$ cat config.mk
export PLATFORM = sky130hd
export DESIGN_NAME = tiny_computer
export DESIGN_NICKNAME = d
export VERILOG_FILES = /design/src/rtl/tiny_computer.sv
export SDC_FILE = /design/constraint.sdc
export NUM_CORES = 1
export LEC_CHECK = 0
export ABC_AREA = 1
export BUFFER_PORTS_ARGS = -buffer_cell sky130_fd_sc_hd__clkbuf_2
export CAP_MARGIN = 20
export CORE_ASPECT_RATIO = 1.2
export CORE_MARGIN = 2
export CORE_UTILIZATION = 25
export CTS_CLUSTER_SIZE = 24
export DETAILED_ROUTE_END_ITERATION = 8
export PLACE_DENSITY_LB_ADDON = 0.05
export SYNTH_ARGS = -nofsm -noshare
export SYNTH_HDL_FRONTEND = slang
export SYNTH_SLANG_ARGS = --single-unit
$ cat constraint.sdc
create_clock -name clock -period 7.89 [get_ports clock]
set_input_delay 1.1835 -clock clock [delete_from_list [all_inputs] [get_ports clock]]
set_output_delay 1.1835 -clock clock [all_outputs]
set_load 0.05 [all_outputs]
$ cat src/rtl/tiny_computer.sv
// tiny_computer: 8-bit accumulator processor with a 128-byte EPROM (0x00-0x7F)
// and a 128-byte RAM (0x80-0xFF) sharing one address/data bus.

module tiny_computer_prom #(
    parameter PROM_INIT = ""
) (
    input  logic [6:0] addr,
    output logic [7:0] rdata
);
    logic [7:0] LOCATION [0:127];

    assign rdata = LOCATION[addr];
endmodule

module tiny_computer_ram (
    input  logic       clock,
    input  logic       we,
    input  logic [6:0] addr,
    input  logic [7:0] wdata,
    output logic [7:0] rdata
);
    logic [7:0] LOCATION [0:127];

    assign rdata = LOCATION[addr];

    always_ff @(posedge clock) begin
        if (we) begin
            LOCATION[addr] <= wdata;
        end
    end
endmodule

module tiny_computer_mem #(
    parameter PROM_INIT = ""
) (
    input  logic       clock,
    input  logic [7:0] addr,
    input  logic [7:0] wdata,
    input  logic       we,
    output logic [7:0] rdata
);
    logic [7:0] prm_rdata;
    logic [7:0] rm_rdata;

    tiny_computer_prom #(.PROM_INIT(PROM_INIT)) prm (
        .addr  (addr[6:0]),
        .rdata (prm_rdata)
    );

    // Writes into the EPROM half are simply dropped here.
    tiny_computer_ram rm (
        .clock (clock),
        .we    (we & addr[7]),
        .addr  (addr[6:0]),
        .wdata (wdata),
        .rdata (rm_rdata)
    );

    assign rdata = addr[7] ? rm_rdata : prm_rdata;
endmodule

module tiny_computer_proc (
    input  logic       clock,
    input  logic       rst,
    input  logic [7:0] rdata,
    output logic [7:0] addr,
    output logic [7:0] wdata,
    output logic       we,
    output logic       halted,
    output logic [7:0] acc,
    output logic [7:0] ip
);
    typedef enum logic [7:0] {
        FETCH_OP  = 8'd0,
        FETCH_ARG = 8'd1,
        EXEC      = 8'd2,
        HALT      = 8'd42
    } state_e;

    localparam logic [7:0] OP_HLT = 8'h00;
    localparam logic [7:0] OP_LDI = 8'h01;
    localparam logic [7:0] OP_LDA = 8'h02;
    localparam logic [7:0] OP_STA = 8'h03;
    localparam logic [7:0] OP_ADD = 8'h04;
    localparam logic [7:0] OP_SUB = 8'h05;
    localparam logic [7:0] OP_JMP = 8'h06;
    localparam logic [7:0] OP_JZ  = 8'h07;
    localparam logic [7:0] OP_NOP = 8'h08;

    state_e     STAR, star_d;
    logic [7:0] ip_q, ip_d;
    logic [7:0] acc_q, acc_d;
    logic [7:0] opcode_q, opcode_d;
    logic [7:0] opnd_q, opnd_d;
    logic       z_q, z_d;
    logic       we_c;

    function automatic logic has_operand(input logic [7:0] op);
        return (op >= OP_LDI) && (op <= OP_JZ);
    endfunction

    always_comb begin
        star_d   = STAR;
        ip_d     = ip_q;
        acc_d    = acc_q;
        opcode_d = opcode_q;
        opnd_d   = opnd_q;
        z_d      = z_q;
        addr     = ip_q;
        wdata    = acc_q;
        we_c     = 1'b0;
        case (STAR)
            FETCH_OP: begin
                opcode_d = rdata;
                ip_d     = ip_q + 8'd1;
                star_d   = FETCH_ARG;
            end
            FETCH_ARG: begin
                if (has_operand(opcode_q)) begin
                    opnd_d = rdata;
                    ip_d   = ip_q + 8'd1;
                end
                star_d = EXEC;
            end
            EXEC: begin
                // The operand doubles as the data address during execution.
                addr   = opnd_q;
                star_d = FETCH_OP;
                case (opcode_q)
                    OP_LDI: begin
                        acc_d = opnd_q;
                        z_d   = (opnd_q == 8'd0);
                    end
                    OP_LDA: begin
                        acc_d = rdata;
                        z_d   = (rdata == 8'd0);
                    end
                    OP_STA: we_c = 1'b1;
                    OP_ADD: begin
                        acc_d = acc_q + rdata;
                        z_d   = ((acc_q + rdata) == 8'd0);
                    end
                    OP_SUB: begin
                        acc_d = acc_q - rdata;
                        z_d   = ((acc_q - rdata) == 8'd0);
                    end
                    OP_JMP: ip_d = opnd_q;
                    OP_JZ: begin
                        if (z_q) begin
                            ip_d = opnd_q;
                        end
                    end
                    OP_NOP: ;
                    default: star_d = HALT;
                endcase
            end
            HALT: ;
            default: star_d = HALT;
        endcase
    end

    always_ff @(posedge clock) begin
        if (rst) begin
            STAR     <= FETCH_OP;
            ip_q     <= 8'h00;
            acc_q    <= 8'h00;
            opcode_q <= 8'h00;
            opnd_q   <= 8'h00;
            z_q      <= 1'b0;
        end else begin
            STAR     <= star_d;
            ip_q     <= ip_d;
            acc_q    <= acc_d;
            opcode_q <= opcode_d;
            opnd_q   <= opnd_d;
            z_q      <= z_d;
        end
    end

    // A reset landing on a store's execute cycle must not let the write through.
    assign we     = we_c & ~rst;
    assign halted = (STAR == HALT);
    assign acc    = acc_q;
    assign ip     = ip_q;

    logic unused_op;
    assign unused_op = (opcode_q == OP_HLT);
endmodule

module tiny_computer #(
    parameter PROM_INIT = ""
) (
    input  logic       clock,
    input  logic       reset_,
    input  logic       on_switch,
    input  logic       reset_switch,
    output logic       halted,
    output logic [7:0] acc,
    output logic [7:0] ip
);
    logic       rst;
    logic [7:0] bus_addr;
    logic [7:0] bus_wdata;
    logic [7:0] bus_rdata;
    logic       bus_we;

    assign rst = !reset_ | reset_switch | !on_switch;

    tiny_computer_proc proc (
        .clock  (clock),
        .rst    (rst),
        .rdata  (bus_rdata),
        .addr   (bus_addr),
        .wdata  (bus_wdata),
        .we     (bus_we),
        .halted (halted),
        .acc    (acc),
        .ip     (ip)
    );

    tiny_computer_mem #(.PROM_INIT(PROM_INIT)) mem (
        .clock (clock),
        .addr  (bus_addr),
        .wdata (bus_wdata),
        .we    (bus_we),
        .rdata (bus_rdata)
    );
endmodule

# Word-level counts from Yosys, hierarchy flattened
# Memory sizes are Yosys's and may differ from the RTL's.
# Cells that the tools add are included.
# totals
mem_bits_rw	1024
n_memories	1
register_bits	41
output_inout_bits	17
input_bits	4
# memory_table
name	depth	word_bits	rd	rd_clocked_by_memory_dff	wr	line_no	source
mem.rm.LOCATION	128	8	1	0	1	22	logic [7:0] LOCATION [0:127];
# op_classes
n_bitwise	5
addsub	3
mux	14
eq_ne	14
n_reduce_logical	14
magnitude_cmp	2
# op_table
op	count
one-hot mux 8 bit (4 select lines)	2
zero test 8 bit	5
== test 8 x 3 -> 1 bit (second input constant)	4
2-to-1 mux 8 bit	4
== test 8 x 2 -> 1 bit (second input constant)	3
one-hot mux 8 bit (3 select lines)	1
== test 8 x 1 -> 1 bit (second input constant)	2
one-hot mux 8 bit (2 select lines)	1
adder 8 x 1 -> 8 bit (second input constant)	1
adder 8 bit	1
== test 8 x 4 -> 1 bit (second input constant)	1
== test 8 x 6 -> 1 bit (second input constant)	1
>= comparator 8 x 1 -> 1 bit (second input constant)	1
less-or-equal comparator 8 x 3 -> 1 bit (second input constant)	1
OR reduction 8 bit	1
subtractor 8 bit	1
2-to-1 mux 6 bit	1
!= test 3 x 2 -> 1 bit (second input constant)	2
2-to-1 mux 1 bit	4
one-hot mux 1 bit (4 select lines)	1
AND reduction 2 bit	2
AND reduction 4 bit	1
nonzero test 4 bit	1
nonzero test 3 bit	1
6 further kinds	9

# Longest topological paths before layout
# depth
ltp_word	8
depth_mapped	35

# Hierarchy
# From an unflattened synthesis, not the netlist that was laid out.
# unflattened
cells_unflattened	4850
area_unflattened_um2	46667.3
# by_module_without_submodules
module	seq_area_each_um2	area_per_inst_um2	cells_per_inst	n_inst
tiny_computer_ram	30749.5	43815.8	4394	1
tiny_computer_proc	720.7	2661.3	417	1
tiny_computer_mem	0.0	112.6	28	1
tiny_computer_prom	0.0	63.8	9	1
tiny_computer	0.0	13.8	2	1

# Least setup slack after synthesis
# No wires, ideal clock.
# synth_timing
kind	register -> register
startpoint	register proc.acc_q[0], in the netlist proc.acc[0]
endpoint	register proc.z_q
path_stages_with_launch	15
setup_time_ps	56
arrival_time_ps	4390
path_slack_ps	3444
t_required_ps	7834
path_buffers	0
period_less_slack_ps	4446
cell_sequence	dfxtp_1 > ha_1 > inv_1 > fa_1 > o31ai_1 > a21oi_1 > o21bai_1 > xor2_1 > nor4_1 > nand3b_1 > a21oi_1 > nor2_1 > nand3_1 > nand2_1 > inv_1
# synth_via
elab_chain_cells	3
# synth_lines
element	line_no	source
start, declared	92	logic [7:0] acc_q, acc_d;
start signal, assigned	166	acc_q <= 8'h00;
start signal, assigned	173	acc_q <= acc_d;
subtractor 8 bit or adder 8 bit (tied branches)	145, 141	
zero test 8 bit (on tied branches)	145, 141	
one-hot mux 1 bit (4 select lines) *	129	case (opcode_q)
end signal, assigned	176	z_q <= z_d;
end, declared	95	logic z_q, z_d;
# Mark *: on every way between the ends. The rest lies on a longest branch, timed or not.
# A chain may end at the register's enable or synchronous reset.

# Final worst setup path
# layout_timing
startpoint	register proc.STAR[0]
endpoint	register proc.z_q
# layout_via
elab_chain_cells	7
# layout_lines
element	line_no	source
start, declared	90	state_e STAR, star_d;
start signal, assigned	171	STAR <= star_d;
== test 8 x 2 -> 1 bit *	112	case (STAR)
2-to-1 mux 8 bit *	112	
memory (128 x 8 bit) *	n/a	
2-to-1 mux 8 bit *	59	assign rdata = addr[7] ? rm_rdata : prm_rdata;
named net bus_rdata[0]	204	logic [7:0] bus_rdata;
subtractor 8 bit or adder 8 bit (tied branches)	145, 141	
zero test 8 bit (on tied branches)	145, 141	
one-hot mux 1 bit (4 select lines) *	129	
# The timed path passes the listed nets; every way through them passes the cells marked *. The select of a mux whose other input is x is not followed.

==> out/metrics.csv <==
stage;metric;value;unit
finish;Non-Filler Instances;6123;
yosys;Post-Synth Adder-Cell Area;0.538;%
status;outcome;finished clean;
pwr;Pleak;19.2;nW
hold_path;worst hold path type;reg2reg;
yosys;sequential cell area fraction in the yosys report;72.7;%
global_route;gr ovfl total;0;
pwr;P_sw;0.00275;W
setup_path;Worst Setup End Kind;flop;
timing;Final Hold Viols;0;
timing;RSZ-0062 raised after global routing;false;
floorplan;Cell Rows;167;
yosys;mux cell area share after synthesis;0;%
placement;count of input and output buffers;20;
floorplan;Core Region;0.172;mm²
timing;# setup viols final;0;
cts;CTS HTree Levels;3;
floorplan;die height;460;µm
yosys;main combinational cell family by area after synthesis;simple AND/OR/NAND/NOR gates;
pwr;final total power;0.0122;W
global_route;initial antenna violation count;7;
route;DR WL/cell;27.6;µm
pwr;power share of the combinational group;3.5;%
placement;detailed-placement wirelength estimate;108000;µm
cts;root buffer cell;clkbuf_16;
yosys;count leader, synth;edfxtp_1;
floorplan;Initial Utilization;25.1;%
yosys;synth unique cells;50;
job;max cap viols;0;
finish;share of layout cells above drive strength 1;9.88;%
floorplan;DIE AREA;0.176;mm²
timing;Achievable Freq;151;MHz
cts;Resized cells post-CTS;0;
cts;CTS tree;done;
route;routed vias;28030;
placement;placed cells;5892;
yosys;syn avg cell area;11.9;µm²
floorplan;I/O pins;21;
yosys;post-synthesis simple-gate area fraction;14.7;%
global_route;largest net degree at the start of global routing;84;
yosys;top_reg_cell synth;edfxtp_1;
pwr;Seq pwr share;50.0;%
yosys;cell count after synthesis;3642;
setup_path;worst-path maximum fanout;38;
cts;cts bufs inserted;118;
route;post-DR vias/cell;4.58;
yosys;Yosys top cell area share;71.1;%
timing;Worst-Margin Slew;1.22;ns
cts;clock slew at reported path FFs;0.06;ns
floorplan;Die Wd;384;µm
finish;Layout Cell Area excl Fill;0.0504;mm²
global_route;first-pass GRT wire length;235000;µm
yosys;synth top area cells;edfxtp_1, nor2_1, nand2_1;
yosys;Seq cells post-synth;1060;
setup_path;CP max-delay cell;o21ai_0;
global_route;Total Routing Usage GR;19.1;%
cts;Clk Latency, worst-skew pair;0.78;ns
cts;postcts setup bufs;0;
route;initial detailed-routing violation count;2216;
finish;synthesis-to-finish area growth;16.5;%
setup_path;critical path class;reg2reg;
setup_path;Worst Path Arrival;7.32;ns
placement;Cell Area, Placed;0.0465;mm²
yosys;post-synthesis compound-gate area fraction;7.76;%
placement;GPL Wtd Cong;0.792;
pwr;PwrDens;241;mW/mm²
timing;Slew HR;18.5;%
setup_path;Critical Path Source Type;flop;
pwr;Peak VDD IR;0.000186;V
route;drt first pass iters;5;
yosys;post-synthesis xor/xnor area fraction;0.142;%
yosys;Async S/R FF share, synth;0;%
setup_path;cell repeated most along the worst path;nand2_1;
yosys;Syn Nets;3664;
route;ANT nets after route;0;
pwr;switch share;22.6;%
timing;period utilisation layout;84.0;%
timing;Final Skew;0.0414;ns
yosys;Syn Std Cell Area;0.0433;mm²
finish;fin nets;3758;
yosys;YS warnings;0;
cts;Sink Count;1060;
route;routed wire length;169000;µm
cts;hold_buf cts;0;
yosys;number of synthesized flops with an enable pin;1024;
setup_path;CP required;8.58;ns
yosys;commonest cells in the synthesized netlist;edfxtp_1, nor2_1, nand2_1, inv_1, nand3_1;
global_route;number of global-route vias before repair;28466;
cts;CTS max path bufs;3;
timing;Slew Limit Fails;0;
pwr;Cell Int Power;0.00941;W
yosys;area leader, netlist;edfxtp_1;
timing;setup TNS;0;ns
pwr;clock power share;46.5;%
route;DR DRC count;0;
timing;Tmin final;6.62;ns
setup_path;critical path's largest stage delay;0.67;ns
## metrics by stage
step | hold WS, ns | setup slack [ns] | util [%]
after global routing | 0.539 | 0.782 | 29.3
after global placement | 0.495 | 1.02 | 26.9
after floorplan | 0.468 | 3.44 | -
final | 0.510 | 1.27 | 29.3
after detailed placement | 0.496 | 0.998 | 27.0
after CTS | 0.519 | 0.965 | 29.2
## final cells by class
type	count	area [µm²]
timing repair buffer	146	1170
clock buffer	147	3080
clock inverter	74	797
fill	17803	122000
tap	2281	2850
inverter	231	876
antenna	5	12.5
sequential	1060	31500
multi-input combinational	2179	10100
## placed cells by master, fill, tap and decap left out, drive strengths merged, types with 6 or more instances in the layout
master,Yosys,layout
a21oi,150,150
a31oi,6,6
buf,136,126
bufinv,0,14
clkbuf,36,167
clkinv,1,52
clkinvlp,0,8
dfxtp,36,36
edfxtp,1024,1024
ha,17,17
inv,230,231
nand2,575,575
nand3,168,168
nand3b,9,9
nand4,17,17
nor2,767,767
nor3,14,14
nor4,6,6
o211ai,7,7
o21ai,232,232
o221ai,7,7
o22a,31,31
o22ai,137,137
or2,8,8
xor2,6,6
## registers in the layout (all words and copies together) (netlist names)
register	count
mem.rm.LOCATION	1024
proc.acc	8
proc.ip	8
proc.opcode_q	8
proc.opnd_q	8
proc.STAR	3
proc.z_q	1
## cell families (layout without fill, tap and decap cells)
family	after synthesis	in the layout
simple gates	1564	1564
flops	1060	1060
compound gates	590	590
buf+inv	403	598
fa+ha+maj	18	18
xor+xnor	7	7
other cells	0	5
## power groups by stage
stage | combinational (W) | sequential (W) | clock, W
6_report | 0.000431 | 0.00608 | 0.00566
3_3_place_gp | 0.000445 | 0.00620 | 0
2_1_floorplan | 0.000259 | 0.00620 | 0
4_1_cts | 0.000442 | 0.00608 | 0.00582
3_5_place_dp | 0.000440 | 0.00620 | 0
5_1_grt | 0.000477 | 0.00607 | 0.00601
## critical path: cells and delay by family, from the launching register on
family	cells	cell delay (ns)
DFF	1	0.40
xor gates and xnor gates	1	0.11
and+or+nand+nor	15	2.23
AOI/OAI and AO/OA	7	2.33
buffers and inverters	4	0.74
adders and majority gates	2	0.61
## path summary, 6_finish.rpt
kind | from | to | slack [ns] | depth (start not counted)
min | proc.opcode_q[7] | proc.opcode_q[7] | 0.51 | 2
max reg2reg | proc.STAR[0] | proc.z_q | 1.27 | 29
min reg2reg | proc.opcode_q[7] | proc.opcode_q[7] | 0.51 | 2
max | proc.STAR[0] | proc.z_q | 1.27 | 29
## layer usage
layer	global-route usage (%)	share of wire [%]
met2	33.3	50
met5	0	0.011
met1	25.1	44
met3	1.90	3.3
met4	5.10	2.2
(Power assumes the default switching activity.)
